==> config.mk <==
export PLATFORM = sky130hd
export DESIGN_NAME = soc_addr_decoder
export DESIGN_NICKNAME = d
export VERILOG_FILES = /design/src/rtl/soc_addr_decoder.sv
export SDC_FILE = /design/constraint.sdc
export NUM_CORES = 2
export LEC_CHECK = 0
export BUFFER_PORTS_ARGS = -buffer_cell sky130_fd_sc_hd__buf_4
export CAP_MARGIN = 5
export CELL_PAD_IN_SITES_DETAIL_PLACEMENT = 0
export CELL_PAD_IN_SITES_GLOBAL_PLACEMENT = 1
export CORE_UTILIZATION = 46
export CTS_CLUSTER_SIZE = 28
export DETAILED_ROUTE_END_ITERATION = 10
export PLACE_DENSITY = 0.75
export SYNTH_ARGS = -nofsm -noshare
export SYNTH_HDL_FRONTEND = slang
export SYNTH_SLANG_ARGS = --single-unit
export TNS_END_PERCENT = 1
==> constraint.sdc <==
create_clock -name clk_i -period 7.2 [get_ports clk_i]
set_input_delay 0.72 -clock clk_i [delete_from_list [all_inputs] [get_ports clk_i]]
set_output_delay 0.72 -clock clk_i [all_outputs]
set_load 0.03 [all_outputs]
==> src/rtl/soc_addr_decoder.sv <==
// soc_addr_decoder: runtime-programmable address decoder.
// Holds NrRules base/length/enable entries written through a small config port.
// The table can be locked until the next reset. Lookups pass through one
// registered valid/ready stage: latency 1, one result per cycle.
// Optional feature macro: SOC_ADDR_DECODER_MISS_LOG_EN adds a saturating miss
// counter and a register holding the last missed address.
module soc_addr_decoder #(
  parameter int AddrWidth  = 64,
  parameter int NrRules    = 10,
  parameter int IdxWidth   = (NrRules > 1) ? $clog2(NrRules) : 1,
  parameter int DefaultIdx = 0
) (
  input  logic                 clk_i,
  input  logic                 rst_ni,
  input  logic                 cfg_we_i,
  input  logic [IdxWidth-1:0]  cfg_rule_i,
  input  logic [1:0]           cfg_field_i,
  input  logic [AddrWidth-1:0] cfg_wdata_i,
  output logic                 cfg_err_o,
  output logic                 locked_o,
  input  logic                 req_valid_i,
  output logic                 req_ready_o,
  input  logic [AddrWidth-1:0] req_addr_i,
  output logic                 resp_valid_o,
  input  logic                 resp_ready_i,
  output logic [IdxWidth-1:0]  resp_idx_o,
  output logic                 resp_hit_o
`ifdef SOC_ADDR_DECODER_MISS_LOG_EN
  ,
  output logic [31:0]          miss_cnt_o,
  output logic [AddrWidth-1:0] miss_addr_o
`endif
);

  // The output stage is the only state machine: EMPTY or FULL.
  localparam logic StateEmpty = 1'b0;
  localparam logic StateFull  = 1'b1;

  localparam logic [IdxWidth-1:0] DefIdx = IdxWidth'(DefaultIdx);

  localparam logic [1:0] FieldBase = 2'd0;
  localparam logic [1:0] FieldLen  = 2'd1;
  localparam logic [1:0] FieldEn   = 2'd2;
  localparam logic [1:0] FieldLock = 2'd3;

  logic [AddrWidth-1:0] base_q [NrRules];
  logic [AddrWidth-1:0] len_q  [NrRules];
  logic [NrRules-1:0]   en_q;
  logic                 lock_q;
  logic                 cfg_err_q;
  logic                 state_q;
  logic [IdxWidth-1:0]  idx_q;
  logic                 hit_q;

  logic                 rule_oor;
  logic                 cfg_reject;
  logic                 accept;
  logic [IdxWidth-1:0]  match_idx;
  logic                 match_hit;

  assign rule_oor     = (32'(cfg_rule_i) >= 32'(NrRules));
  assign cfg_reject   = cfg_we_i && (lock_q || rule_oor);
  assign resp_valid_o = (state_q == StateFull);
  assign req_ready_o  = !resp_valid_o || resp_ready_i;
  assign accept       = req_valid_i && req_ready_o;

  assign cfg_err_o    = cfg_err_q;
  assign locked_o     = lock_q;
  assign resp_idx_o   = idx_q;
  assign resp_hit_o   = hit_q;

  // Priority match over the current table; scanning downwards lets the lowest
  // matching index overwrite any higher one. Subtracting instead of adding
  // base+length keeps rules that run past the top of the space correct.
  always_comb begin
    match_idx = DefIdx;
    match_hit = 1'b0;
    for (int i = NrRules - 1; i >= 0; i--) begin
      if (en_q[i] && (req_addr_i >= base_q[i]) &&
          ((req_addr_i - base_q[i]) < len_q[i])) begin
        match_idx = IdxWidth'(i);
        match_hit = 1'b1;
      end
    end
  end

  // Config table and lock; rejected writes only raise the one-cycle error pulse.
  always_ff @(posedge clk_i) begin
    if (!rst_ni) begin
      for (int i = 0; i < NrRules; i++) begin
        base_q[i] <= '0;
        len_q[i]  <= '0;
      end
      en_q      <= '0;
      lock_q    <= 1'b0;
      cfg_err_q <= 1'b0;
    end else begin
      cfg_err_q <= cfg_reject;
      if (cfg_we_i && !cfg_reject) begin
        case (cfg_field_i)
          FieldBase: base_q[cfg_rule_i] <= cfg_wdata_i;
          FieldLen:  len_q[cfg_rule_i]  <= cfg_wdata_i;
          FieldEn:   en_q[cfg_rule_i]   <= cfg_wdata_i[0];
          FieldLock: if (cfg_wdata_i[0]) lock_q <= 1'b1;
          default:   ;
        endcase
      end
    end
  end

  // Response stage: capture the match on accept, hold it while stalled, and
  // empty once the consumer takes it with nothing new behind it.
  always_ff @(posedge clk_i) begin
    if (!rst_ni) begin
      state_q <= StateEmpty;
      idx_q   <= '0;
      hit_q   <= 1'b0;
    end else if (accept) begin
      state_q <= StateFull;
      idx_q   <= match_idx;
      hit_q   <= match_hit;
    end else if (resp_ready_i) begin
      state_q <= StateEmpty;
    end
  end

`ifdef SOC_ADDR_DECODER_MISS_LOG_EN
  logic [31:0]          miss_cnt_q;
  logic [AddrWidth-1:0] miss_addr_q;

  assign miss_cnt_o  = miss_cnt_q;
  assign miss_addr_o = miss_addr_q;

  // Miss log: count accepted lookups that matched nothing, saturating at all-ones,
  // and remember the most recent missed address.
  always_ff @(posedge clk_i) begin
    if (!rst_ni) begin
      miss_cnt_q  <= '0;
      miss_addr_q <= '0;
    end else if (accept && !match_hit) begin
      if (miss_cnt_q != 32'hFFFF_FFFF) miss_cnt_q <= miss_cnt_q + 32'd1;
      miss_addr_q <= req_addr_i;
    end
  end
`else
  // Without the miss log the decoder keeps no statistics state.
`endif

endmodule

==> impl_results.md <==
* Maximum VDD drop at 0.232 mV
* Sw Share at 31.8%
* Clock-pin slew on the worst setup and hold paths at 0.06 ns
* Flop pwr share at 36.4%
* Critical path class: in2reg
* Final #Nets at 12787
* Hold Buf Count CTS at 0
* Post-Route Setup TNS at 0 ns
* Fraction of final layout cells sized beyond drive strength 1 at 9.28%
* Leading register cell type out of synthesis: edfxtp_1
* Worst R2R Start: base_q[6][0]$_SDFFCE_PN0P_
* Period utilization at 95.9%
* Synth Area per Inst at 9.19 um2
* Slew Limit Fails at 0
* Vias at 81532
* Pre-antenna DRT Iters at 6
* Crit Path Max Fanout at 3
* Longest Clk Path Bufs at 3
* Residual DRC at 0
* CTS Root Cell: clkbuf_16
* Boundary pin count at 148
* Total GRT Usage at 29.6%
* Warnings, synthesis at 0
* Post-Syn Area at 99100 um2
* Logic pwr share at 29.0%
* Final HPWL DP at 266000 um
* Post-synth EDFFs at 1280
* Die area at 217000 um2
* Global placement routability congestion at 0.973
* Detail Route Antenna Nets at 0
* CP Launch Point: req_addr_i[0]
* CTS tree: built
* Top post-synthesis cells by area: edfxtp_1, ha_1, inv_1
* Count of cell types in the netlist at 94
* CTS buffer count at 161
* Fmax achieved at 145 MHz
* Final setup fails at 0
* Crit-path max cell delay at 0.40 ns
* Core ar. at 213000 um2
* Mapped Nets at 12196
* FF+latch area at 38800 um2
* Number of setup buffers added after CTS at 0
* Status: completed
* Number of global-route vias before repair at 79755
* Crit path buffers/inverters at 9
* Top delay family on crit path: compound AO/OA/AOI/OAI gates
* Worst EP arrival at 7.62 ns
* Site Rows at 169
* Clock Sinks at 1298
* R2R Path End: resp_idx_o[3]$_SDFFE_PN0P_
* Commonest non-fill, non-tap cell in the layout: inv_1
* Drt first-iter violations at 6330
* Min-Delay Path Class: in2reg
* Switching power of the nets at 0.00767 W
* Largest net degree at the start of global routing at 93
* Reg2Reg Setup Slack at 0.33 ns
* Total of max-cap violations at 0
* Worst-Skew Late Latency at 0.82 ns
* CTS H-Tree Depth at 4
* Number of fill cells at 19477
* Pint at 0.0164 W
* Most frequent CP cell: buf_4
* Commonest cells after routing, fill and taps aside: inv_1, edfxtp_1, ha_1, nor2_1, a21oi_1
* Vias per cell at 5.69
* Clock Power Share at 34.5%
* Critical Path Sink: resp_idx_o[3]$_SDFFE_PN0P_
* Final Critical Period at 6.91 ns
* Static Leak at 52.3 nW
* First-pass GRT wire length at 482000 um
* WP data required at 7.91 ns
* Async SR Flop Fraction at 0%
* Die Span Y at 466 um
* Final total power at 0.0241 W
* Multi-input gate area at 53700 um2
* Stages on the worst setup path at 33
* Initial antenna violation count at 10
* Area share of the largest cell type after synthesis at 38.8%
* Max stage delay cell, worst path: fa_1
* Power density over cell area at 214 nW/um2
* Initial core utilization at 46.5%
* Cells after Synth at 10777
* Remaining Overflow, GRT at 0
* PortBufs at 147
* Final hold viol count at 0
* Layout Skew at 0.0240 ns
* Max-slew headroom at 22.0%
* Sequential area share after synthesis at 39.2%
* Critical Path Sink Type: flop
* Routed len/inst at 22.9 um
* Die W at 466 um
* Worst-margin pin slew at 1.16 ns
* Area delta synth->final at 13.9%
* Post-synthesis sequential element count at 1298
* R2R depth at 30
* Startpoint Class: primary input
* Most area-hungry cell type in the Yosys netlist: edfxtp_1
* Routed WL at 328000 um
-- cell usage after synthesis (24+ instances only) --
cell and instances:
o21a_1 119, a21oi_1 795, and4_1 24, nor2b_1 116, ha_1 1270, o21bai_1 103
o21ai_0 447, nand2b_1 70, nor2_1 1209, xnor2_1 389, nor4_1 49, and3_1 74
o211ai_1 54, clkbuf_1 268, a221oi_1 27, a31oi_1 80, inv_1 1553, nor3_1 100
nand2_1 558, nand4_1 244, a211oi_1 60, and2_1 388, o31ai_1 35, a21boi_0 28
a21o_1 685, xor2_1 197, edfxtp_1 1280, nand3_1 146, a2111oi_0 32, or3_1 26
-- cell type report --
cell class	instances	share of cell area (%)
antenna	3	0.00665
inverter	1553	5.17
tap	2821	3.13
clock inverter	104	0.946
multi-input combinational	7637	47.6
sequential	1298	34.4
clock buffer	195	3.78
timing repair buffer	717	4.94
-- layer usage --
metal	share of wire, %	wire length, um	global-route usage, %
met4	4.4	14400	12.1
met1	47	153000	42.6
met3	6.5	21400	3.43
met2	42	139000	45.1
met5	0	0	0
-- state kept, by name (all words and copies together) (netlist names) --
signal,cells
en_q,10
locked_o,1
resp_valid_o,1
len_q,640
resp_idx_o,4
resp_hit_o,1
cfg_err_o,1
base_q,640
-- power by group through the flow --
| stage | registers [W] | clock network, W | logic [W] |
|---|---|---|---|
| after floorplan | 0.00897 | 0 | 0.00460 |
| after global placement | 0.00893 | 0 | 0.00680 |
| after detailed placement | 0.00894 | 0 | 0.00690 |
| after CTS | 0.00879 | 0.00846 | 0.00695 |
| after global routing | 0.00882 | 0.00873 | 0.00775 |
| final | 0.00879 | 0.00832 | 0.00700 |
-- through the flow --
stage	setup WS (ns)	std cells	instance area [um2]	hold WS (ns)	utilization [%]
floorplan	0.409	10777	99100	0.449	-
global placement	-0.863	14026	107000	0.465	50.4
detailed placement	-0.810	14026	107000	0.466	50.4
CTS	0.0698	14325	113000	0.0800	52.9
global route	-0.0160	14327	113000	0.145	52.9
finish	0.295	14328	113000	0.150	52.9
-- worst min path at each step --
stage | slack, ns | cells after the start | start | end
floorplan | 0.45 | 2 | en_q[6]$_SDFFE_PN0P_ | en_q[6]$_SDFFE_PN0P_
global placement | 0.46 | 2 | en_q[8]$_SDFFE_PN0P_ | en_q[8]$_SDFFE_PN0P_
detailed placement | 0.47 | 2 | en_q[8]$_SDFFE_PN0P_ | en_q[8]$_SDFFE_PN0P_
CTS | 0.08 | 3 | cfg_we_i | cfg_err_o$_SDFF_PN0_
global route | 0.14 | 3 | cfg_we_i | cfg_err_o$_SDFF_PN0_
finish | 0.15 | 3 | cfg_we_i | cfg_err_o$_SDFF_PN0_
-- timing repair --
action | in CTS | in global routing
cloned | 0 | 0
setup endpoints to repair | 1 | 5
resized for setup | 2 | 12
-- cells by family after synthesis --
family                   share of synthesized area, %
AO/OA/AOI/OAI                                    17.6
XOR/XNOR                                         5.18
adder cells (fa/ha/maj)                          16.2
buffers and inverters                            6.99
flip-flops                                       39.2
multiplexers                                   0.0303
AND/OR/NAND/NOR                                  14.8
-- worst min-delay path: cells and delay by family --
| family | cells | cell delay (ns) |
|---|---|---|
| simple gates | 2 | 0.08 |
| buf+inv | 1 | 0.12 |
Note: power is estimated with default switching activity, not from simulation.
